--- config.mk ---
export PLATFORM = sky130hd
export DESIGN_NAME = ultrasonido_scheduler
export DESIGN_NICKNAME = d
export VERILOG_FILES = /design/src/rtl/ultrasonido_pkg.sv /design/src/rtl/ultrasonido_echo_sync.sv /design/src/rtl/ultrasonido_scheduler.sv
export SDC_FILE = /design/constraint.sdc
export NUM_CORES = 1
export LEC_CHECK = 0
export BUFFER_PORTS_ARGS = -buffer_cell sky130_fd_sc_hd__clkbuf_2
export CELL_PAD_IN_SITES_DETAIL_PLACEMENT = 0
export CELL_PAD_IN_SITES_GLOBAL_PLACEMENT = 2
export CORE_ASPECT_RATIO = 1.4
export CORE_UTILIZATION = 30
export CTS_CLUSTER_SIZE = 16
export DETAILED_ROUTE_END_ITERATION = 7
export HOLD_SLACK_MARGIN = 0.02
export PLACE_DENSITY_LB_ADDON = 0.1
export RECOVER_POWER = 100
export SYNTH_ARGS = -nofsm -noshare
export SYNTH_HDL_FRONTEND = slang
export SYNTH_SLANG_ARGS = --single-unit
--- constraint.sdc ---
create_clock -name Ultrasonido_Scheduler_Clock -period 3.1 [get_ports Ultrasonido_Scheduler_Clock]
set_input_delay 0.465 -clock Ultrasonido_Scheduler_Clock [delete_from_list [all_inputs] [get_ports Ultrasonido_Scheduler_Clock]]
set_output_delay 0.465 -clock Ultrasonido_Scheduler_Clock [all_outputs]
set_load 0.005 [all_outputs]
--- src/rtl/ultrasonido_pkg.sv ---
// Shared types, default 50 MHz timing and the round-robin channel picker
// used by the ultrasonic scheduler.
package ultrasonido_pkg;

  typedef enum logic [2:0] {
    IDLE,
    TRIGGER,
    WAIT_RISE,
    MEASURE,
    GUARD
  } state_t;

  localparam int MAX_SENSORS            = 8;
  localparam int DEFAULT_TRIG_CYCLES    = 500;
  localparam int DEFAULT_TIMEOUT_CYCLES = 1_500_000;
  localparam int DEFAULT_GUARD_CYCLES   = 3_000_000;

  function automatic int max3(input int a, input int b, input int c);
    int m;
    m = (a > b) ? a : b;
    return (m > c) ? m : c;
  endfunction

  // First enabled channel strictly after current, wrapping at n; holds current if none.
  function automatic logic [2:0] next_enabled_index(input logic [MAX_SENSORS-1:0] mask,
                                                    input logic [2:0] current,
                                                    input int n);
    logic [2:0] result;
    logic       found;
    int         cand;
    result = current;
    found  = 1'b0;
    for (int k = 1; k <= MAX_SENSORS; k++) begin
      cand = (int'(current) + k) % n;
      if (!found && k <= n && mask[cand[2:0]]) begin
        result = cand[2:0];
        found  = 1'b1;
      end
    end
    return result;
  endfunction

endpackage

--- src/rtl/ultrasonido_echo_sync.sv ---
// Two-flop synchronizer for the asynchronous echo pins with rising and
// falling edge pulses taken from the synchronized level.
module ultrasonido_echo_sync
  import ultrasonido_pkg::*;
#(
  parameter int WIDTH = 4
) (
  input  logic             clk,
  input  logic             srst,
  input  logic [WIDTH-1:0] echo,
  output logic [WIDTH-1:0] rise,
  output logic [WIDTH-1:0] fall
);

  logic [WIDTH-1:0] meta_reg;
  logic [WIDTH-1:0] sync_reg;
  logic [WIDTH-1:0] prev_reg;

  always_ff @(posedge clk) begin
    if (srst) begin
      meta_reg <= '0;
      sync_reg <= '0;
      prev_reg <= '0;
    end else begin
      meta_reg <= echo;
      sync_reg <= meta_reg;
      prev_reg <= sync_reg;
    end
  end

  assign rise = sync_reg & ~prev_reg;
  assign fall = ~sync_reg & prev_reg;

endmodule

--- src/rtl/ultrasonido_scheduler.sv ---
// Round-robin HC-SR04 scheduler: trigger, echo timing, timeout and guard per channel.
// Optional minimum-distance tracking is built when ULTRASONIDO_SCHEDULER_MIN_TRACK_EN is defined.
module ultrasonido_scheduler
  import ultrasonido_pkg::*;
#(
  parameter int NUM_SENSORS    = 4,
  parameter int DATAWIDTH      = 16,
  parameter int TRIG_CYCLES    = DEFAULT_TRIG_CYCLES,
  parameter int TIMEOUT_CYCLES = DEFAULT_TIMEOUT_CYCLES,
  parameter int GUARD_CYCLES   = DEFAULT_GUARD_CYCLES
) (
  input  logic                             Ultrasonido_Scheduler_Clock,
  input  logic                             Ultrasonido_Scheduler_Reset,
  input  logic [NUM_SENSORS-1:0]           Ultrasonido_Scheduler_Enable_In,
  input  logic [NUM_SENSORS-1:0]           Ultrasonido_Scheduler_Echo_In,
  output logic [NUM_SENSORS-1:0]           Ultrasonido_Scheduler_Trigger_Out,
  output logic [NUM_SENSORS*DATAWIDTH-1:0] Ultrasonido_Scheduler_Conteo_Out,
  output logic [NUM_SENSORS-1:0]           Ultrasonido_Scheduler_Timeout_Out,
  output logic                             Ultrasonido_Scheduler_Valid_Out,
  output logic [$clog2(NUM_SENSORS)-1:0]   Ultrasonido_Scheduler_Index_Out,
`ifdef ULTRASONIDO_SCHEDULER_MIN_TRACK_EN
  output logic [DATAWIDTH-1:0]             Ultrasonido_Scheduler_Min_Out,
  output logic [$clog2(NUM_SENSORS)-1:0]   Ultrasonido_Scheduler_Min_Index_Out,
`endif
  output logic                             Ultrasonido_Scheduler_Busy_Out
);

  localparam int IDX_W = $clog2(NUM_SENSORS);
  localparam int TMR_W = $clog2(max3(TRIG_CYCLES, TIMEOUT_CYCLES, GUARD_CYCLES)) + 1;
  localparam logic [DATAWIDTH-1:0] COUNT_MAX = '1;

  logic clk;
  logic srst;
  assign clk  = Ultrasonido_Scheduler_Clock;
  assign srst = Ultrasonido_Scheduler_Reset;

  state_t               state_reg, state_next;
  logic [IDX_W-1:0]     index_reg, index_next;
  logic [TMR_W-1:0]     timer_reg, timer_next;
  logic [DATAWIDTH-1:0] count_reg, count_next;
  logic                 wr_en;
  logic [DATAWIDTH-1:0] wr_value;
  logic                 wr_timeout;
  logic [DATAWIDTH-1:0] conteo_reg [NUM_SENSORS];
  logic [NUM_SENSORS-1:0] timeout_reg;
  logic                 valid_reg;
  logic [IDX_W-1:0]     valid_index_reg;
  logic [NUM_SENSORS-1:0] echo_rise;
  logic [NUM_SENSORS-1:0] echo_fall;

  ultrasonido_echo_sync #(.WIDTH(NUM_SENSORS)) u_echo_sync (
    .clk  (clk),
    .srst (srst),
    .echo (Ultrasonido_Scheduler_Echo_In),
    .rise (echo_rise),
    .fall (echo_fall)
  );

  always_comb begin
    state_next = state_reg;
    index_next = index_reg;
    timer_next = timer_reg;
    count_next = count_reg;
    wr_en      = 1'b0;
    wr_value   = '0;
    wr_timeout = 1'b0;
    unique case (state_reg)
      IDLE: begin
        if (|Ultrasonido_Scheduler_Enable_In) begin
          index_next = IDX_W'(next_enabled_index(MAX_SENSORS'(Ultrasonido_Scheduler_Enable_In),
                                                 3'(index_reg), NUM_SENSORS));
          timer_next = '0;
          state_next = TRIGGER;
        end
      end
      TRIGGER: begin
        if (timer_reg == TMR_W'(TRIG_CYCLES - 1)) begin
          timer_next = '0;
          state_next = WAIT_RISE;
        end else begin
          timer_next = timer_reg + 1'b1;
        end
      end
      WAIT_RISE: begin
        // The edge cycle is the first high cycle, so it already counts as 1.
        if (echo_rise[index_reg]) begin
          count_next = DATAWIDTH'(1);
          state_next = MEASURE;
        end else if (timer_reg == TMR_W'(TIMEOUT_CYCLES - 1)) begin
          wr_en      = 1'b1;
          wr_value   = COUNT_MAX;
          wr_timeout = 1'b1;
          timer_next = '0;
          state_next = GUARD;
        end else begin
          timer_next = timer_reg + 1'b1;
        end
      end
      MEASURE: begin
        if (echo_fall[index_reg]) begin
          wr_en      = 1'b1;
          wr_value   = count_reg;
          timer_next = '0;
          state_next = GUARD;
        end else if (count_reg == COUNT_MAX) begin
          wr_en      = 1'b1;
          wr_value   = COUNT_MAX;
          wr_timeout = 1'b1;
          timer_next = '0;
          state_next = GUARD;
        end else begin
          count_next = count_reg + 1'b1;
        end
      end
      GUARD: begin
        // The IDLE arbitration cycle completes the guard interval.
        if (timer_reg == TMR_W'(GUARD_CYCLES - 2)) begin
          state_next = IDLE;
        end else begin
          timer_next = timer_reg + 1'b1;
        end
      end
      default: state_next = IDLE;
    endcase
  end

  always_ff @(posedge clk) begin
    if (srst) begin
      state_reg       <= IDLE;
      index_reg       <= IDX_W'(NUM_SENSORS - 1);
      timer_reg       <= '0;
      count_reg       <= '0;
      timeout_reg     <= '0;
      valid_reg       <= 1'b0;
      valid_index_reg <= '0;
      for (int i = 0; i < NUM_SENSORS; i++) begin
        conteo_reg[i] <= '0;
      end
    end else begin
      state_reg <= state_next;
      index_reg <= index_next;
      timer_reg <= timer_next;
      count_reg <= count_next;
      valid_reg <= wr_en;
      if (wr_en) begin
        conteo_reg[index_reg]  <= wr_value;
        timeout_reg[index_reg] <= wr_timeout;
        valid_index_reg        <= index_reg;
      end
    end
  end

  for (genvar gi = 0; gi < NUM_SENSORS; gi++) begin : g_out
    assign Ultrasonido_Scheduler_Trigger_Out[gi] = (state_reg == TRIGGER) && (index_reg == IDX_W'(gi));
    assign Ultrasonido_Scheduler_Conteo_Out[gi*DATAWIDTH +: DATAWIDTH] = conteo_reg[gi];
  end

  assign Ultrasonido_Scheduler_Timeout_Out = timeout_reg;
  assign Ultrasonido_Scheduler_Valid_Out   = valid_reg;
  assign Ultrasonido_Scheduler_Index_Out   = valid_index_reg;
  assign Ultrasonido_Scheduler_Busy_Out    = (state_reg != IDLE);

`ifdef ULTRASONIDO_SCHEDULER_MIN_TRACK_EN
  logic [DATAWIDTH-1:0] min_value, min_reg;
  logic [IDX_W-1:0]     min_index, min_index_reg;
  logic                 min_found;

  // Strict less-than while scanning upward keeps ties on the lower index.
  always_comb begin
    min_value = '1;
    min_index = '0;
    min_found = 1'b0;
    for (int i = 0; i < NUM_SENSORS; i++) begin
      if (Ultrasonido_Scheduler_Enable_In[i] && !timeout_reg[i] &&
          (!min_found || conteo_reg[i] < min_value)) begin
        min_value = conteo_reg[i];
        min_index = IDX_W'(i);
        min_found = 1'b1;
      end
    end
  end

  always_ff @(posedge clk) begin
    if (srst) begin
      min_reg       <= '0;
      min_index_reg <= '0;
    end else if (valid_reg) begin
      min_reg       <= min_value;
      min_index_reg <= min_index;
    end
  end

  assign Ultrasonido_Scheduler_Min_Out       = min_reg;
  assign Ultrasonido_Scheduler_Min_Index_Out = min_index_reg;
`endif

endmodule
Word-level counts from Yosys, hierarchy flattened

Memory sizes are Yosys's and may differ from the RTL's.
Index checks and enable logic that the tools add are counted.

Register bits after elaboration: 63
Bits in writable memories: 64
Input port bits: 10
Output and inout port bits: 76
Word-level logic and storage cells: 147
Memories kept: 1

Memory list:

| name       | depth | width | rd ports | clocked after memory_dff | wr ports | RTL line                    | RTL |
|---|---|---|---|---|---|---|---|
| conteo_reg | 4     | 16    | 4        | 0                        | 4        | ultrasonido_scheduler.sv:44 | `logic [DATAWIDTH-1:0] conteo_reg [NUM_SENSORS];` |

Add/sub/neg operators: 6
$lt $le $gt $ge: 6
Equal/unequal tests: 21
Multiplexer cells: 68
Bitwise logic cells: 8
Reductions and logical operators: 27

Operator list:

| kind                                               | number |
|---|---|
| 2-to-1 mux 23 bit                                  | 7 |
| 2-to-1 mux 16 bit                                  | 8 |
| one-hot mux 23 bit (5 select lines)                | 1 |
| one-hot mux 16 bit (2 select lines)                | 2 |
| 2-to-1 mux 1 bit                                   | 27 |
| adder 23 x 1 -> 23 bit, second input constant      | 1 |
| == test 23 x 21 -> 1 bit, second input constant    | 1 |
| == test 23 x 22 -> 1 bit, second input constant    | 1 |
| == test 23 x 9 -> 1 bit, second input constant     | 1 |
| 2-to-1 mux 3 bit                                   | 7 |
| adder 16 x 1 -> 16 bit, second input constant      | 1 |
| == test 16 bit, second input constant              | 1 |
| < comparator 3 x 4 -> 1 bit, second input constant | 4 |
| inequality test 2 bit, second input constant       | 8 |
| OR reduction 16 bit                                | 1 |
| one-hot mux 3 bit (5 select lines)                 | 1 |
| binary-select mux 1 bit (select 3 bit)             | 4 |
| 2-to-1 mux 2 bit                                   | 5 |
| AND reduction 5 bit                                | 2 |
| AND 4 bit                                          | 2 |
| logical AND 1 bit                                  | 8 |
| inverter 4 bit                                     | 2 |
| OR reduction 2 bit                                 | 4 |
| == test 3 x 2 -> 1 bit, second input constant      | 2 |
| 24 further kinds                                   | 35 |

Depth between registers and ports, before layout

Gate-level depths: netlist of the first run.

Depth after elaboration: 22
Depth in mapped cells: 10
Depth with buffers taken out: 8

Modules after synthesis

From an unflattened synthesis of the first run, not the netlist that was laid out.

Cell total of the unflattened synthesis: 576
Area total of the unflattened synthesis: 5955.7 µm²

Modules (own cells, without submodules):

| module                | instances | cells an instance | area an instance (µm²) | sequential area each (µm²) |
|---|---|---|---|---|
| ultrasonido_scheduler | 1         | 543               | 5539.1                 | 2942.8 |
| ultrasonido_echo_sync | 1         | 33                | 416.6                  | 240.2 |

Worst setup path before layout of the first run

Ideal clock, no wire load.

Kind: register -> register
From: register index_reg[0]
To: memory conteo_reg[2][0], enable pin
Data arrival time: 2.547 ns
Required time: 2.728 ns
Path slack: 0.181 ns
Cell stages (with the launch flop): 10
Path buffers: 3
Cells stage by stage: dfxtp_1 > buf_6 > inv_4 > mux4_2 > nor4_4 > o21ai_2 > or3_1 > buf_2 > buf_6 > nand2_1

RTL lines:

| what                   | RTL line                     | RTL |
|---|---|---|
| start, declared        | ultrasonido_scheduler.sv:38  | `logic [IDX_W-1:0] index_reg, index_next;` |
| start signal, assigned | ultrasonido_scheduler.sv:130 | `index_reg <= IDX_W'(NUM_SENSORS - 1);` |
| start signal, assigned | ultrasonido_scheduler.sv:141 | `index_reg <= index_next;` |
| end, declared          | ultrasonido_scheduler.sv:44  |  |

==> results of run 1 <==
final cells by class:
type	count	area, µm²	share of cell area
clock buffer	17	425	0.0595
clock inverter	15	143	0.0199
inverter	16	62.6	0.00875
multi-input combinational	394	2440	0.341
sequential	127	3180	0.445
tap	248	310	0.0434
timing repair buffer	117	589	0.0824
power by group:
group | switching [mW] | internal, mW | total (mW) | leakage (nW)
sequential | 0.0554 | 1.84 | 1.89 | 1.14
clock | 0.862 | 1.06 | 1.92 | 0.270
combinational | 0.642 | 0.350 | 0.992 | 0.991
total | 1.56 | 3.25 | 4.81 | 2.40
cells in the mapped netlist, types with 2 or more instances:
library cell,number
sky130_fd_sc_hd__nand2b_1,7
sky130_fd_sc_hd__o32ai_1,7
sky130_fd_sc_hd__or3_1,10
sky130_fd_sc_hd__inv_1,15
sky130_fd_sc_hd__a21oi_2,2
sky130_fd_sc_hd__o21ai_0,12
sky130_fd_sc_hd__xnor2_1,8
sky130_fd_sc_hd__o211ai_1,4
sky130_fd_sc_hd__a2111oi_0,2
sky130_fd_sc_hd__nand4b_1,2
sky130_fd_sc_hd__and4_1,2
sky130_fd_sc_hd__nand4_2,2
sky130_fd_sc_hd__a211oi_1,5
sky130_fd_sc_hd__nor3b_1,3
sky130_fd_sc_hd__buf_2,7
sky130_fd_sc_hd__a31oi_1,6
sky130_fd_sc_hd__and3_1,3
sky130_fd_sc_hd__o2bb2ai_1,2
sky130_fd_sc_hd__mux2i_1,4
sky130_fd_sc_hd__edfxtp_1,64
sky130_fd_sc_hd__a21oi_1,88
sky130_fd_sc_hd__clkbuf_1,25
sky130_fd_sc_hd__a32o_1,9
sky130_fd_sc_hd__mux4_2,4
sky130_fd_sc_hd__o2111ai_1,3
sky130_fd_sc_hd__dfxtp_1,63
sky130_fd_sc_hd__buf_6,5
sky130_fd_sc_hd__or4_1,4
sky130_fd_sc_hd__nand2_1,48
sky130_fd_sc_hd__nor2_1,37
sky130_fd_sc_hd__a311oi_1,6
sky130_fd_sc_hd__nand3_1,16
sky130_fd_sc_hd__nor2b_1,21
sky130_fd_sc_hd__a21o_1,2
sky130_fd_sc_hd__ha_1,7
sky130_fd_sc_hd__xor2_1,5
sky130_fd_sc_hd__nor4_1,11
sky130_fd_sc_hd__or2_2,3
sky130_fd_sc_hd__nor3_1,11
sky130_fd_sc_hd__nand4_1,14
sky130_fd_sc_hd__and2_1,9
worst max-delay path, stage by stage, from the launching register on:
cell	delay [ns]
sky130_fd_sc_hd__dfxtp_1	0.40
sky130_fd_sc_hd__nand4b_2	0.25
sky130_fd_sc_hd__or4_1	0.58
sky130_fd_sc_hd__nor4_4	0.38
sky130_fd_sc_hd__o21ai_0	0.21
sky130_fd_sc_hd__or3_1	0.36
sky130_fd_sc_hd__nand2_1	0.08
sky130_fd_sc_hd__buf_4	0.24
cells in the final DEF (no fill, tap or decap), types with 16 or more instances in the layout:
cell type,instances
sky130_fd_sc_hd__edfxtp_1,64
sky130_fd_sc_hd__clkbuf_16,17
sky130_fd_sc_hd__nand2_1,48
sky130_fd_sc_hd__clkbuf_2,53
sky130_fd_sc_hd__nand3_1,16
sky130_fd_sc_hd__nor2b_1,21
sky130_fd_sc_hd__nor2_1,37
sky130_fd_sc_hd__dfxtp_1,63
sky130_fd_sc_hd__buf_4,18
sky130_fd_sc_hd__clkbuf_1,44
sky130_fd_sc_hd__a21oi_1,90
kinds of logic after synthesis:
kind of cell,after synthesis,share of synthesized area
compound gates,154,0.163
xor+xnor,13,0.0193
fa+ha+maj,7,0.0149
buf+inv,54,0.0433
flops,127,0.540
mux,9,0.0240
simple gates,211,0.196
metal layers:
metal,track usage,up-vias
met5,0,-
met4,0.0832,0
met3,0.0332,26
met2,0.326,127
met1,0.187,2322
li1,-,2344
worst max-delay path by stage:
| stage | from | end |
|---|---|---|
| finish | timer_reg[5]$_SDFFE_PP0P_ | conteo_reg[0][1]$_SDFFCE_PN0P_ |
| CTS | timer_reg[9]$_SDFFE_PP0P_ | conteo_reg[0][12]$_SDFFCE_PN0P_ |
| detailed placement | timer_reg[9]$_SDFFE_PP0P_ | conteo_reg[0][3]$_SDFFCE_PN0P_ |
| floorplan | index_reg[0]$_SDFFE_PP1P_ | conteo_reg[2][0]$_SDFFCE_PN0P_ |
| global placement | timer_reg[9]$_SDFFE_PP0P_ | conteo_reg[0][1]$_SDFFCE_PN0P_ |
| global route | timer_reg[5]$_SDFFE_PP0P_ | conteo_reg[2][7]$_SDFFCE_PN0P_ |
==> out/summary.json, run 1 <==
{
  "outcome": {
    "run_status": "finished, final reports clean"
  },
  "cts": {
    "holdBufCountCts": 0,
    "clock_tree.htree_level_count": 4,
    "cts_root_buf": "sky130_fd_sc_hd__clkbuf_16",
    "clkSlewWorstSetupHoldPaths_ns": 0.07,
    "cts_sink_cnt": 127,
    "post_cts.repair.setup_buffers": 0,
    "cts-resized-gates": 0,
    "cts_inserted_buffers": 17,
    "maximum_count_of_clock_buffers_along_a_single_path": 2,
    "cts_tree": "done",
    "clkLatencyLatePin_ns": 0.42
  },
  "yosys": {
    "synth.net_count": 592,
    "syn_area_mm2": 0.00589,
    "yosysTopAreaCellShare": 0.326,
    "synth_cell_types": 58,
    "post_synth.cell_area_avg_um2": 10.2,
    "synth-async-reset-ratio": 0,
    "synth_edf_count": 64,
    "netlist_instances": 575,
    "yosys.area.top_type": "sky130_fd_sc_hd__edfxtp_1",
    "synth_sequential_area_ratio": 0.540,
    "synth.ff_latch_count": 127,
    "yosys-top-cells-area": "sky130_fd_sc_hd__edfxtp_1, sky130_fd_sc_hd__dfxtp_1, sky130_fd_sc_hd__a21oi_1, sky130_fd_sc_hd__nand2_1, sky130_fd_sc_hd__nor2_1",
    "synth_flop_cell": "sky130_fd_sc_hd__edfxtp_1",
    "warning_count_from_the_yosys_run": 0
  },
  "sta": {
    "period_share": 0.909,
    "fin_skew_ns": 0.0140,
    "setup_viol": 0,
    "timing.slew.headroom": 0.354,
    "post-route-min-period_ns": 2.82,
    "timing.hold.ws_ns": 0.252,
    "slew_at_the_pin_closest_to_its_max_slew_limit_ns": 0.968,
    "report.final.hold_viol_count": 0,
    "rsz0062_at_grt": "false",
    "fmaxAchievable_mhz": 355,
    "report.final.slew_viol_count": 0,
    "final.setup.worst_slack_ns": 0.283,
    "fin_tns_setup_ns": 0
  },
  "placed_design": {
    "detailedPlacementHpwl_um": 12600,
    "gpl.final_weighted_congestion": 0.813,
    "dp_slack_ns": 0.407,
    "place.detailed.instances": 902,
    "io_buffers": 85,
    "post_dp_cell_area_mm2": 0.00670
  },
  "routing": {
    "vias": 4819,
    "drtAntennaViolNets": 0,
    "postRouteWirelength_um": 17100,
    "detail_route.drc_violations": 0,
    "met3RoutedLength_um": 676,
    "highest-signal-layer": "met4",
    "dr_wl_cell_um": 18.3,
    "first_pass_iters": 4,
    "drt-met1-wl_um": 6650,
    "starting_drc_count_in_detailed_routing": 326,
    "per_cell_via_count_in_the_routed_design": 5.16,
    "routed-wl-met2_um": 9240
  },
  "layout": {
    "final_layout_fill_cell_count": 2033,
    "final_net_count": 690,
    "utilization": 0.372,
    "antennaDiodeCount": 0,
    "finalNonFillerCells": 934,
    "fin_area_mm2": 0.00715,
    "largest_reg_flops": 64,
    "synthToLayoutAreaGrowth_pct": 21.4,
    "drive_gt1_frac": 0.173
  },
  "worst_setup_path": {
    "worstSetupEndpointType": "register",
    "critPathLaunchType": "register",
    "timing.reg2reg.setup_slack_ns": 0.28,
    "worst_r2r_path_depth": 7,
    "timing_worst_setup_path_type": "register to register",
    "timing.critical_path.arrival_ns": 2.92,
    "r2r_end": "conteo_reg[0][1]$_SDFFCE_PN0P_",
    "worstPathMaxFanout": 16,
    "reg2reg_from": "timer_reg[5]$_SDFFE_PP0P_",
    "worst_ep_required_time_ns": 3.21
  },
  "grt": {
    "grt_max_degree": 61,
    "first_global_vias": 4832,
    "global_route.usage.total": 0.175,
    "grt_pass1_wl_um": 26600,
    "grt_antenna_before_repair": 0,
    "grt_remaining_overflow": 0
  },
  "power": {
    "peakVddDrop_mv": 0.293,
    "design_power_total_mw": 4.81,
    "power_leakage_nw": 2.40,
    "power_per_cell_area_mw_per_mm2": 672
  },
  "floorplanning": {
    "io_pins": 86,
    "chipWidth_um": 120,
    "overall_die_area_mm2": 0.0202,
    "dieHeight_um": 168,
    "coreArea_mm2": 0.0192,
    "std_cell_rows": 60,
    "effective_utilization_at_floorplan": 0.307
  },
  "hold_path": {
    "worstHoldEndpoint": "u_echo_sync.meta_reg[0]$_SDFF_PP0_",
    "holdPathStages": 2,
    "hold_path_class": "primary input to register",
    "hold_path_startpoint": "Ultrasonido_Scheduler_Echo_In[0]"
  },
  "flow_run": {
    "maxCapViolCount": 0
  }
}
No activity file was read; power rests on OpenSTA's default activity.
==> run 2: changes to the inputs <==
--- a/config.mk
+++ b/config.mk
@@ -9,7 +9,7 @@
 export CELL_PAD_IN_SITES_DETAIL_PLACEMENT = 0
 export CELL_PAD_IN_SITES_GLOBAL_PLACEMENT = 2
 export CORE_ASPECT_RATIO = 1.4
-export CORE_UTILIZATION = 30
+export CORE_UTILIZATION = 33
 export CTS_CLUSTER_SIZE = 16
 export DETAILED_ROUTE_END_ITERATION = 7
 export HOLD_SLACK_MARGIN = 0.02
==> run 2 against run 1 <==
The run now ends with max-capacitance violations, max-slew violations left. Wire length decreased by 0.53%. Cell count decreased by 1.8%. Sequential share of layout area decreased by 0.26 points. Clock power increased by 9.9%. Power increased by 4.4%. Critical path depth unchanged. Worst hold slack improved by 0.011 ns. Count of clock-buffer cells in the layout unchanged. Non-clock buffer count decreased by 5. Combinational power about the same. Critical path type unchanged. Highest routed layer unchanged.
==> out/summary.json, run 2 (same netlist as run 1, synthesis figures left out) <==
{
  "outcome": {
    "run_status": "complete, but fails checks",
    "violations": "max-capacitance violations, max-slew violations"
  },
  "layout": {
    "antennaDiodeCount": {"value": 0, "change": "unchanged"},
    "final_net_count": {"value": 685, "change": "-0.72%"},
    "finalNonFillerCells": {"value": 917, "change": "-1.8%"},
    "largest_reg_flops": {"value": 64, "change": "unchanged"},
    "mostFrequentLayoutCells": "sky130_fd_sc_hd__a21oi_1, sky130_fd_sc_hd__edfxtp_1, sky130_fd_sc_hd__dfxtp_1, sky130_fd_sc_hd__nand2_1, sky130_fd_sc_hd__clkbuf_1",
    "most_common_cell_after_layout_fill_and_taps_aside": "sky130_fd_sc_hd__a21oi_1",
    "synthToLayoutAreaGrowth_pct": 22.1,
    "fin_area": {"value": 0.00719, "unit": "mm²", "change": "+0.58%"},
    "multi_input_comb_area": {"value": 0.00245, "unit": "mm²", "change": "+0.56%"},
    "final_layout_fill_cell_count": {"value": 1820, "change": "-10%"},
    "register_area": {"value": 0.00318, "unit": "mm²", "change": "unchanged"},
    "drive_gt1_frac": {"value": 0.166, "change": "-0.00754"}
  },
  "cts": {
    "clock_tree.htree_level_count": {"value": 4, "change": "unchanged"},
    "post_cts.repair.setup_buffers": {"value": 0, "change": "unchanged"},
    "cts_tree": "done",
    "cts_root_buf": "sky130_fd_sc_hd__clkbuf_16",
    "cts_inserted_buffers": {"value": 17, "change": "unchanged"},
    "maximum_count_of_clock_buffers_along_a_single_path": {"value": 2, "change": "unchanged"},
    "cts_sink_cnt": {"value": 127, "change": "unchanged"},
    "holdBufCountCts": {"value": 0, "change": "unchanged"},
    "clkLatencyLatePin": {"value": 0.42, "unit": "ns", "change": "about the same"},
    "cts-resized-gates": {"value": 0, "change": "unchanged"},
    "clkSlewWorstSetupHoldPaths": {"value": 0.06, "unit": "ns", "change": "about the same"}
  },
  "floorplanning": {
    "overall_die_area": {"value": 0.0184, "unit": "mm²", "change": "-9.0%"},
    "effective_utilization_at_floorplan": {"value": 0.339, "change": "+0.0320"},
    "dieHeight": {"value": 160, "unit": "µm", "change": "-4.6%"},
    "coreArea": {"value": 0.0174, "unit": "mm²", "change": "-9.5%"},
    "io_pins": {"value": 86, "change": "unchanged"},
    "std_cell_rows": {"value": 57, "change": "-5.0%"},
    "chipWidth": {"value": 115, "unit": "µm", "change": "-4.6%"}
  },
  "sta": {
    "fin_tns_setup": {"value": 0, "unit": "ns", "change": "unchanged"},
    "report.final.slew_viol_count": {"value": 44, "change": "+44"},
    "final.setup.worst_slack": {"value": 0.224, "unit": "ns", "change": "-0.0585 ns"},
    "post-route-min-period": {"value": 2.88, "unit": "ns", "change": "+0.0585 ns"},
    "period_share": {"value": 0.928, "change": "+0.0189"},
    "setup_viol": {"value": 0, "change": "unchanged"},
    "slew_at_the_pin_closest_to_its_max_slew_limit": {"value": 2.03, "unit": "ns", "change": "+1.07 ns"},
    "fin_skew": {"value": 0.0119, "unit": "ns", "change": "-0.00212 ns"},
    "timing.hold.ws": {"value": 0.263, "unit": "ns", "change": "+0.0111 ns"},
    "report.final.hold_viol_count": {"value": 0, "change": "unchanged"},
    "rsz0062_at_grt": "false",
    "fmaxAchievable": {"value": 348, "unit": "MHz", "change": "-2.0%"},
    "timing.slew.headroom": {"value": -0.356, "change": "-0.710"}
  },
  "worst_setup_path": {
    "critPathLaunchType": "register",
    "worstSetupEndpointType": "register",
    "timing.critical_path.arrival": {"value": 2.97, "unit": "ns", "change": "+0.05 ns"},
    "worst_r2r_path_depth": {"value": 7, "change": "unchanged"},
    "timing.reg2reg.setup_slack": {"value": 0.22, "unit": "ns", "change": "-0.06 ns"},
    "r2r_end": "conteo_reg[0][0]$_SDFFCE_PN0P_",
    "timing_worst_setup_path_type": "register to register",
    "worstPathMaxFanout": {"value": 16, "change": "unchanged"},
    "crit_start": "timer_reg[9]$_SDFFE_PP0P_",
    "worst_ep_required_time": {"value": 3.20, "unit": "ns", "change": "about the same"},
    "reg2reg_from": "timer_reg[9]$_SDFFE_PP0P_"
  },
  "power": {
    "power_leakage": {"value": 2.43, "unit": "nW", "change": "+1.2%"},
    "power_per_cell_area": {"value": 698, "unit": "mW/mm²", "change": "+3.8%"},
    "peakVddDrop": {"value": 0.275, "unit": "mV", "change": "-6.2%"}
  },
  "routing": {
    "per_cell_via_count_in_the_routed_design": {"value": 5.25, "change": "+1.8%"},
    "detail_route.drc_violations": {"value": 0, "change": "unchanged"},
    "postRouteWirelength": {"value": 17000, "unit": "µm", "change": "-0.53%"},
    "first_pass_iters": {"value": 4, "change": "unchanged"},
    "starting_drc_count_in_detailed_routing": {"value": 242, "change": "-26%"},
    "vias": {"value": 4818, "change": "-0.021%"},
    "dr_wl_cell": {"value": 18.5, "unit": "µm", "change": "+1.3%"},
    "drtAntennaViolNets": {"value": 0, "change": "unchanged"}
  },
  "placed_design": {
    "dp_slack": {"value": 0.244, "unit": "ns", "change": "-0.163 ns"},
    "io_buffers": {"value": 85, "change": "unchanged"},
    "post_dp_cell_area": {"value": 0.00666, "unit": "mm²", "change": "-0.60%"},
    "gpl.final_weighted_congestion": {"value": 0.815, "change": "+0.23%"},
    "detailedPlacementHpwl": {"value": 12200, "unit": "µm", "change": "-3.3%"},
    "place.detailed.instances": {"value": 885, "change": "-1.9%"}
  },
  "hold_path": {
    "hold_path_startpoint": "Ultrasonido_Scheduler_Echo_In[3]",
    "holdPathStages": {"value": 2, "change": "unchanged"},
    "worstHoldEndpoint": "u_echo_sync.meta_reg[3]$_SDFF_PP0_",
    "hold_path_class": "primary input to register"
  },
  "grt": {
    "grt_remaining_overflow": {"value": 0, "change": "unchanged"},
    "grt_max_degree": {"value": 44, "change": "-28%"},
    "grt_antenna_before_repair": {"value": 0, "change": "unchanged"},
    "first_global_vias": {"value": 4744, "change": "-1.8%"},
    "global_route.usage.total": {"value": 0.194, "change": "+0.0193"},
    "grt_pass1_wl": {"value": 26800, "unit": "µm", "change": "+0.57%"}
  },
  "flow_run": {
    "maxCapViolCount": {"value": 1, "change": "+1"}
  }
}
[run 2: cell count changes in the layout (fill, tap and decap cells not counted), sizes merged]
cell      change
inv           -1
clkinvlp      -2
bufinv        +3
buf           -4
clkbuf        -1
[run 2: area by class of cell]
cell class / instances / area share
clock buffer: 17 / 0.0591
sequential: 127 / 0.442
timing repair buffer: 112 / 0.0798
inverter: 16 / 0.00870
multi-input combinational: 394 / 0.341
tap: 236 / 0.0410
clock inverter: 15 / 0.0278
[run 2: power by group]
| group | switching, mW | internal [mW] | total, mW |
|---|---|---|---|
| sequential | 0.0580 | 1.84 | 1.89 |
| clock | 0.812 | 1.30 | 2.11 |
| combinational | 0.659 | 0.357 | 1.02 |
| total | 1.53 | 3.49 | 5.02 |
[run 2: critical path: stages, from the launching register on]
cell	delay [ns]
sky130_fd_sc_hd__dfxtp_1	0.51
sky130_fd_sc_hd__nand4b_4	0.13
sky130_fd_sc_hd__or4_4	0.57
sky130_fd_sc_hd__nor4_4	0.39
sky130_fd_sc_hd__o21ai_0	0.22
sky130_fd_sc_hd__or3_1	0.37
sky130_fd_sc_hd__nand2_1	0.08
sky130_fd_sc_hd__clkbuf_4	0.28
[run 2: worst max path at each step]
stage | end | slack (ns)
final | conteo_reg[0][0]$_SDFFCE_PN0P_ | 0.22
after global routing | conteo_reg[0][0]$_SDFFCE_PN0P_ | 0.03
after CTS | timer_reg[17]$_SDFFE_PP0P_ | 0.22
after detailed placement | timer_reg[17]$_SDFFE_PP0P_ | 0.24
after global placement | timer_reg[17]$_SDFFE_PP0P_ | 0.31
after floorplan | conteo_reg[2][0]$_SDFFCE_PN0P_ | 0.18
[run 2: through the flow]
stage                     power [mW]  utilization
final                           5.02        0.413
after global routing            5.27        0.413
after CTS                       5.10        0.419
after detailed placement        2.97        0.383
after global placement          2.96        0.383
after floorplan                 2.60            -
[run 2: per-layer routing]
| layer | vias to the layer above | track usage | share of wire |
|---|---|---|---|
| li1 | 2339 | - | - |
| met1 | 2337 | 0.219 | 0.41 |
| met2 | 124 | 0.353 | 0.54 |
| met3 | 18 | 0.0402 | 0.035 |
| met4 | 0 | 0.0732 | 0.015 |
| met5 | - | 0 | 0 |
==> run 3: changes to the inputs <==
--- a/config.mk
+++ b/config.mk
@@ -8,7 +8,7 @@
 export BUFFER_PORTS_ARGS = -buffer_cell sky130_fd_sc_hd__clkbuf_2
 export CELL_PAD_IN_SITES_DETAIL_PLACEMENT = 0
 export CELL_PAD_IN_SITES_GLOBAL_PLACEMENT = 2
-export CORE_ASPECT_RATIO = 1.4
+export CORE_ASPECT_RATIO = 1.75
 export CORE_UTILIZATION = 33
 export CTS_CLUSTER_SIZE = 16
 export DETAILED_ROUTE_END_ITERATION = 7
==> run 3 against run 2 <==
The run still ends with max-capacitance violations, max-slew violations left. Critical path depth stayed put. Wire length is 0.64% higher. Register-to-register slack better by 0.03 ns. Die area hardly changed. Cell count is 0.22% lower.
==> out/summary.json, run 3 (same netlist as run 1, synthesis figures left out) <==
{
  "placed_design": {
    "io_buffers": {"value": 85, "change": "unchanged"},
    "detailedPlacementHpwl": {"value": 12700, "unit": "µm", "change": "+3.9%"},
    "gpl.final_weighted_congestion": {"value": 0.857, "change": "+5.3%"},
    "post_dp_cell_area": {"value": 0.00666, "unit": "mm²", "change": "about the same"}
  },
  "routing": {
    "starting_drc_count_in_detailed_routing": {"value": 209, "change": "-14%"},
    "postRouteWirelength": {"value": 17100, "unit": "µm", "change": "+0.64%"},
    "detail_route.drc_violations": {"value": 0, "change": "unchanged"},
    "first_pass_iters": {"value": 4, "change": "unchanged"},
    "dr_wl_cell": {"value": 18.7, "unit": "µm", "change": "+0.86%"},
    "drtAntennaViolNets": {"value": 0, "change": "unchanged"},
    "per_cell_via_count_in_the_routed_design": {"value": 5.23, "change": "-0.43%"},
    "vias": {"value": 4787, "change": "-0.64%"}
  },
  "grt": {
    "global_route.usage.total": {"value": 0.194, "change": "-0.000730"},
    "grt_max_degree": {"value": 40, "change": "-9.1%"},
    "grt_antenna_before_repair": {"value": 0, "change": "unchanged"},
    "grt_remaining_overflow": {"value": 0, "change": "unchanged"},
    "grt_pass1_wl": {"value": 25900, "unit": "µm", "change": "-3.3%"},
    "first_global_vias": {"value": 4635, "change": "-2.3%"}
  },
  "power": {
    "power_frac_clock": {"value": 0.419, "change": "about the same"},
    "swShare": {"value": 0.296, "change": "-0.00848"},
    "peakVddDrop": {"value": 0.369, "unit": "mV", "change": "+34%"},
    "power_per_cell_area": {"value": 706, "unit": "mW/mm²", "change": "+1.1%"},
    "cell_internal_pwr": {"value": 3.55, "unit": "mW", "change": "+1.6%"},
    "comb_power_share": {"value": 0.206, "change": "+0.004"},
    "power_leakage": {"value": 2.33, "unit": "nW", "change": "-4.1%"},
    "seq_power_share": {"value": 0.375, "change": "-0.002"},
    "net-switching-power": {"value": 1.49, "unit": "mW", "change": "-2.4%"}
  },
  "floorplanning": {
    "dieHeight": {"value": 179, "unit": "µm", "change": "+12%"},
    "coreArea": {"value": 0.0175, "unit": "mm²", "change": "+0.32%"},
    "std_cell_rows": {"value": 64, "change": "+12%"},
    "overall_die_area": {"value": 0.0184, "unit": "mm²", "change": "about the same"},
    "chipWidth": {"value": 103, "unit": "µm", "change": "-10%"},
    "io_pins": {"value": 86, "change": "unchanged"},
    "effective_utilization_at_floorplan": {"value": 0.338, "change": "-0.00107"}
  },
  "worst_setup_path": {
    "timing_worst_setup_path_type": "register to register",
    "worstPathMaxFanout": {"value": 16, "change": "unchanged"},
    "critical_path.cell_chain": "nand4b_2 > or4_4 > nor4_4 > o21ai_0 > or3_1 > nand2_1 > clkbuf_4",
    "critPathLaunchType": "register",
    "critical-path-slowest-cell": "sky130_fd_sc_hd__or4_4",
    "reg2reg_from": "timer_reg[5]$_SDFFE_PP0P_",
    "critical_path.max_stage_delay": {"value": 0.57, "unit": "ns", "change": "about the same"},
    "timing.critical_path.arrival": {"value": 2.93, "unit": "ns", "change": "-0.04 ns"},
    "worst_ep_required_time": {"value": 3.19, "unit": "ns", "change": "about the same"},
    "timing.reg2reg.setup_slack": {"value": 0.26, "unit": "ns", "change": "+0.03 ns"},
    "worst_r2r_path_depth": {"value": 7, "change": "unchanged"},
    "r2r_end": "conteo_reg[1][9]$_SDFFCE_PN0P_",
    "worstSetupEndpointType": "register"
  },
  "sta": {
    "setup_viol": {"value": 0, "change": "unchanged"},
    "period_share": {"value": 0.918, "change": "-0.0102"},
    "report.final.slew_viol_count": {"value": 34, "change": "-23%"},
    "fmaxAchievable": {"value": 352, "unit": "MHz", "change": "+1.1%"},
    "post-route-min-period": {"value": 2.84, "unit": "ns", "change": "-0.0315 ns"},
    "timing.hold.ws": {"value": 0.257, "unit": "ns", "change": "-0.00589 ns"},
    "report.final.hold_viol_count": {"value": 0, "change": "unchanged"},
    "fin_skew": {"value": 0.0151, "unit": "ns", "change": "+0.00314 ns"},
    "slew_at_the_pin_closest_to_its_max_slew_limit": {"value": 1.53, "unit": "ns", "change": "-0.504 ns"},
    "timing.slew.headroom": {"value": -0.0198, "change": "+0.336"},
    "fin_tns_setup": {"value": 0, "unit": "ns", "change": "unchanged"},
    "rsz0062_at_grt": "false"
  },
  "hold_path": {
    "hold_path_class": "primary input to register",
    "worstHoldEndpoint": "u_echo_sync.meta_reg[0]$_SDFF_PP0_",
    "hold_path_startpoint": "Ultrasonido_Scheduler_Echo_In[0]",
    "holdPathStages": {"value": 2, "change": "unchanged"}
  },
  "cts": {
    "clkLatencyLatePin": {"value": 0.42, "unit": "ns", "change": "about the same"},
    "cts_tree": "done",
    "cts_inserted_buffers": {"value": 17, "change": "unchanged"},
    "cts_sink_cnt": {"value": 127, "change": "unchanged"},
    "clock_tree.htree_level_count": {"value": 4, "change": "unchanged"},
    "post_cts.repair.setup_buffers": {"value": 0, "change": "unchanged"},
    "maximum_count_of_clock_buffers_along_a_single_path": {"value": 2, "change": "unchanged"},
    "cts-resized-gates": {"value": 0, "change": "unchanged"},
    "holdBufCountCts": {"value": 0, "change": "unchanged"},
    "clkSlewWorstSetupHoldPaths": {"value": 0.06, "unit": "ns", "change": "about the same"},
    "cts_root_buf": "sky130_fd_sc_hd__clkbuf_16"
  },
  "layout": {
    "final_net_count": {"value": 689, "change": "+0.58%"},
    "mostFrequentLayoutCells": "sky130_fd_sc_hd__a21oi_1, sky130_fd_sc_hd__clkbuf_1, sky130_fd_sc_hd__edfxtp_1, sky130_fd_sc_hd__dfxtp_1, sky130_fd_sc_hd__nand2_1",
    "drive_gt1_frac": {"value": 0.133, "change": "-0.0329"},
    "most_common_cell_after_layout_fill_and_taps_aside": "sky130_fd_sc_hd__a21oi_1",
    "antennaDiodeCount": {"value": 0, "change": "unchanged"},
    "synthToLayoutAreaGrowth_pct": 21.2,
    "utilization": {"value": 0.409, "change": "-0.00431"},
    "fin_area": {"value": 0.00714, "unit": "mm²", "change": "-0.73%"},
    "largest_reg_flops": {"value": 64, "change": "unchanged"}
  },
  "flow_run": {
    "maxCapViolCount": {"value": 1, "change": "unchanged"}
  },
  "outcome": {
    "violations": "max-capacitance violations, max-slew violations",
    "run_status": "complete, but fails checks"
  }
}
[run 3: area by class of cell]
type	instances	area, µm²
Clock buffer	18	429
Multi-Input combinational cell	394	2450
Tap cell	231	289
Inverter	16	62.6
Sequential cell	127	3180
Fill cell	1821	10300
Timing Repair Buffer	116	543
Clock inverter	13	189
[run 3: worst max-delay path: cells and delay by family, from the launching register on]
| family | cells | cell delay [ns] |
|---|---|---|
| flops | 1 | 0.38 |
| buf+inv | 1 | 0.29 |
| simple gates | 5 | 1.63 |
| compound gates | 1 | 0.21 |
[run 3: how the worst max path moves through the flow]
stage	endpoint	from	slack, ns	cells past startpoint
floorplan	conteo_reg[2][0]$_SDFFCE_PN0P_	index_reg[0]$_SDFFE_PP1P_	0.18	9
global placement	conteo_reg[1][6]$_SDFFCE_PN0P_	index_reg[0]$_SDFFE_PP1P_	0.37	6
detailed placement	conteo_reg[3][10]$_DFFE_PP_	index_reg[0]$_SDFFE_PP1P_	0.35	6
CTS	conteo_reg[2][10]$_SDFFCE_PN0P_	index_reg[0]$_SDFFE_PP1P_	0.34	6
global route	conteo_reg[1][14]$_SDFFCE_PN0P_	timer_reg[5]$_SDFFE_PP0P_	0.08	7
finish	conteo_reg[1][9]$_SDFFCE_PN0P_	timer_reg[5]$_SDFFE_PP0P_	0.26	7
[run 3: layer usage]
layer  vias to the layer above  global-route usage  wire length (µm)
met5                         -                   0                 0
li1                       2337                   -                 -
met4                         0               0.100               464
met2                       118               0.377              9860
met3                        23              0.0327               523
met1                      2309               0.189              6250
[run 3: metrics by stage]
step	worst slack (ns)	cells	power, mW
global placement	0.371	884	2.99
global route	0.0805	915	5.27
CTS	0.337	915	5.11
floorplan	0.181	575	2.60
finish	0.256	915	5.04
detailed placement	0.349	884	3.00
[run 3: power by group through the flow]
stage	combinational [mW]	clock, mW	sequential (mW)
after global routing	1.15	2.22	1.90
after CTS	1.08	2.15	1.89
after floorplan	0.682	0	1.92
after detailed placement	1.07	0	1.93
after global placement	1.07	0	1.92
final	1.04	2.11	1.89
